`config.mk`:
```
export PLATFORM = sky130hd
export DESIGN_NAME = change_dispenser
export DESIGN_NICKNAME = d
export VERILOG_FILES = /design/src/rtl/change_dispenser.sv
export SDC_FILE = /design/constraint.sdc
export NUM_CORES = 1
export LEC_CHECK = 0
export CAP_MARGIN = 5
export CORE_MARGIN = 5
export CORE_UTILIZATION = 51
export CTS_CLUSTER_DIAMETER = 30
export DETAILED_ROUTE_END_ITERATION = 6
export PLACE_DENSITY = 0.8
export SYNTH_ARGS = -nofsm -noshare
export SYNTH_HDL_FRONTEND = slang
export SYNTH_SLANG_ARGS = --single-unit
```
`constraint.sdc`:
```
create_clock -name clk -period 3 [get_ports clk]
set_input_delay 0.45 -clock clk [delete_from_list [all_inputs] [get_ports clk]]
set_output_delay 0.45 -clock clk [all_outputs]
set_load 0.01 [all_outputs]
```
`src/rtl/change_dispenser.sv`:
```
// Coin change dispenser: pays `amount` 5-rupee units through the 5/10-rupee hoppers, with a per-coin jam timeout.
// Optional macro CHANGE_DISPENSER_TEN_HOPPER_EN enables greedy use of the 10-rupee hopper.
module change_dispenser #(
  parameter int TIMEOUT = 15
) (
  input  logic       clk,
  input  logic       reset,
  input  logic       req,
  input  logic [3:0] amount,
  input  logic       coin_sense,
  input  logic       clr,
  output logic       drop5,
  output logic       drop10,
  output logic       busy,
  output logic       done,
  output logic       err,
  output logic [3:0] left,
  output logic [2:0] state_dbg
);

  localparam int TW = (TIMEOUT < 1) ? 1 : $clog2(TIMEOUT + 1);
  localparam logic [TW-1:0] TMAX = TW'(TIMEOUT);

  typedef enum logic [2:0] {
    S_IDLE   = 3'd0,
    S_SELECT = 3'd1,
    S_WAIT   = 3'd2,
    S_DONE   = 3'd3,
    S_ERR    = 3'd4
  } state_t;

  state_t        state, state_nxt;
  logic [3:0]    left_nxt;
  logic [TW-1:0] timer, timer_nxt;
  logic          coin10, coin10_nxt;
  logic          ten_ok;

`ifdef CHANGE_DISPENSER_TEN_HOPPER_EN
  assign ten_ok = (left >= 4'd2);
`else
  assign ten_ok = 1'b0;
`endif

  assign state_dbg = state;

  always_comb begin
    state_nxt  = state;
    left_nxt   = left;
    timer_nxt  = timer;
    coin10_nxt = coin10;
    unique case (state)
      S_IDLE: begin
        if (req) begin
          left_nxt  = amount;
          state_nxt = S_SELECT;
        end
      end
      S_SELECT: begin
        timer_nxt = '0;
        if (left == 4'd0) begin
          state_nxt = S_DONE;
        end else begin
          coin10_nxt = ten_ok;
          state_nxt  = S_WAIT;
        end
      end
      S_WAIT: begin
        // A sensed coin takes priority over the timeout expiring in the same cycle.
        if (coin_sense) begin
          left_nxt  = left - (coin10 ? 4'd2 : 4'd1);
          state_nxt = S_SELECT;
        end else if (timer == TMAX) begin
          state_nxt = S_ERR;
        end else begin
          timer_nxt = timer + TW'(1);
        end
      end
      S_DONE: state_nxt = S_IDLE;
      S_ERR: begin
        if (clr) state_nxt = S_IDLE;
      end
      default: state_nxt = S_IDLE;
    endcase
  end

  // Outputs are registered images of the next state, so they align with the state they describe.
  always_ff @(posedge clk or negedge reset) begin
    if (!reset) begin
      state  <= S_IDLE;
      left   <= 4'd0;
      timer  <= '0;
      coin10 <= 1'b0;
      drop5  <= 1'b0;
      drop10 <= 1'b0;
      busy   <= 1'b0;
      done   <= 1'b0;
      err    <= 1'b0;
    end else begin
      state  <= state_nxt;
      left   <= left_nxt;
      timer  <= timer_nxt;
      coin10 <= coin10_nxt;
      drop5  <= (state_nxt == S_WAIT) && !coin10_nxt;
      drop10 <= (state_nxt == S_WAIT) && coin10_nxt;
      busy   <= (state_nxt == S_SELECT) || (state_nxt == S_WAIT) || (state_nxt == S_DONE);
      done   <= (state_nxt == S_DONE);
      err    <= (state_nxt == S_ERR);
    end
  end

endmodule

```
==> metrics <==
Die Wd 51.7 um; metal2 WL 915 um; # IOs 21; Ys Warns 0; CP bufs+invs 1; CP Class flip-flop to output port; FF-to-FF path depth 4; Critical Path Sink state_dbg[0]; FP Rows 15; Metal-1 WL 794 um; CP max stage cell clkdlybuf4s50_1; CTS buffer count 3; NumNets Final 121; min Tclk post-route 1940 ps; Starting Density 52.4%; cell taking the most area after synthesis dfrtp_1; filler instances 134; # Post-CTS Setup Buffers 0; top cell type's share of synthesized area 48.0%; Slew @ Worst Pin 737 ps; Routed Wire Length 1.82 mm; global-route wire length before repair 3.18 mm; setup TNS 0 ps; commonest non-fill, non-tap cells in the layout 20 x clkdlybuf4s50_1, 17 x dfrtp_1, 9 x nor2_1, 7 x o21ai_0; DRT antenna net count 0; Area contributors post-synth dfrtp_1 48%, ha_1 4.2%, o21ai_0 4.0%; outcome finished clean; Fmax 516 MHz; WP depth 1; cell family with most CP delay buffers and inverters; # DRC 0; worst-path maximum fanout 14; Clock Latency Late Sink 280 ps; post-DP HPWL 1.40 mm; Distinct cells, synth 30; WP data arrival 1490 ps; vias in the first global route 748; most common cell after layout, fill and taps aside clkdlybuf4s50_1; Core Area 1690 um^2; post-CTS sizing 0; uppermost layer routed met4; largest net degree at the start of global routing 18; clk sinks 17; I/O Buffers 20; number of max-cap violations 0; share of cells above drive strength 1 5.61%; Worst Clk Skew 3.34 ps; Main synth FF type dfrtp_1; FF-to-FF End timer[2]; leakage power 0.474 nW; RePlAce Congestion 0.833; Critical Path Start Type flip-flop; WP data required 2550 ps; worst path cell trace clkdlybuf4s50_1; Iteration-0 DRC Markers 13; DR vias/cell 5.78; sequential share of the synthesized area 48.0%; Hold Crit Class flip-flop to flip-flop; IR drop worst, VDD 0.000467 V; worst r2r src state_dbg[0]; initial antenna violation count 0; CP Capture Type output port; root buffer cell clkbuf_4; pwr dens 794 nW/um^2; DR pass1 iterations 4; crit-path max cell delay 610 ps; area of the mapped netlist 886 um^2; Post-Syn Nets 101; via count 717; RSZ-0062 raised after global routing false; fin crit share 64.6%; Final Core Density 65.3%; Global Route Usage Sum 16.1%; Die Y 51.7 um; antenna fix cells 0; H-tree depth 1; Avg Inst Size Synth 10.1 um^2; CTS tree yes; Post-synth ARST share 100%; metal3 WL 98 um; CP Launch Point state_dbg[0]; final hold violation count 0; setup violators final 0; WL/cell 14.7 um; synthesis-to-finish area growth 24.4%; synthesized flop and latch total 17; hold_buf cts 0; GRT overflow 0; cells after synthesis 88; CTS clk-pin slew, worst paths 90 ps; reg2reg setup slack 1240 ps; slew margin rel. 50.7%; Pins Over Slew Limit 0; die area 2670 um^2; CTS Buffer Depth 2; EDFF count, synth 0
## state kept, by name, indices dropped and copies added (netlist names)
signal	cells
left	4
timer	4
state_dbg	3
busy	1
coin10	1
done	1
drop10	1
drop5	1
err	1
## stage by stage
step	std cells	hold slack, ps	power (mW)	area [um^2]	setup WS (ps)
4_1_cts	124	539	0.878	1100	1070
3_5_place_dp	120	520	0.757	1080	988
3_3_place_gp	120	519	0.745	1080	1020
6_report	124	538	0.875	1100	1060
5_1_grt	124	570	0.948	1100	941
2_1_floorplan	88	154	0.602	886	1440
## power by group
| group | internal, mW | switching [mW] | total [mW] |
|---|---|---|---|
| sequential | 0.290 | 0.0792 | 0.369 |
| combinational | 0.196 | 0.190 | 0.386 |
| clock | 0.0516 | 0.0687 | 0.120 |
## cells by family (layout without fill, tap and decap cells)
| family | count (synthesis) | count (layout) | share of synthesized area (%) |
|---|---|---|---|
| flip-flops | 17 | 17 | 48.0 |
| buffers and inverters | 9 | 28 | 5.23 |
| AND/OR/NAND/NOR | 34 | 34 | 21.8 |
| multiplexers | 2 | 2 | 2.26 |
| adder cells (fa/ha/maj) | 4 | 4 | 6.50 |
| AO/OA/AOI/OAI | 22 | 22 | 16.2 |
## Yosys cell counts (2+ instances only)
cell type and n:
a211oi_1 3, a21oi_1 5, a22oi_1 2, clkbuf_1 2, dfrtp_1 17, ha_1 3
inv_1 4, mux2i_1 2, nand2_1 5, nand2b_1 3, nand3_1 3, nor2_1 9
nor3_1 3, nor3b_1 3, o21ai_0 7, o2bb2ai_1 2, or3_1 2
## layout make-up
cell class	instances	area, um^2	share of cell area (%)
sequential	17	425	38.6
multi-input combinational	62	414	37.6
timing repair buffer	20	200	18.2
clock buffer	4	26.3	2.38
tap	17	21.3	1.93
inverter	4	15.0	1.36
## layer usage
metal | vias to the layer above | global-route usage, %
li1 | 350 | -
met1 | 339 | 18.9
met2 | 26 | 26.5
met3 | 2 | 4.58
met4 | 0 | 8.73
met5 | - | 0
## how the worst min path moves through the flow
stage | startpoint | to | cells after the start
detailed placement | coin10 | drop5 | 1
finish | coin10 | drop5 | 1
CTS | coin10 | drop5 | 1
global placement | timer[1] | timer[1] | 2
global route | coin10 | drop5 | 1
floorplan | reset | busy | 0
Note: power is estimated with default switching activity, not from simulation.
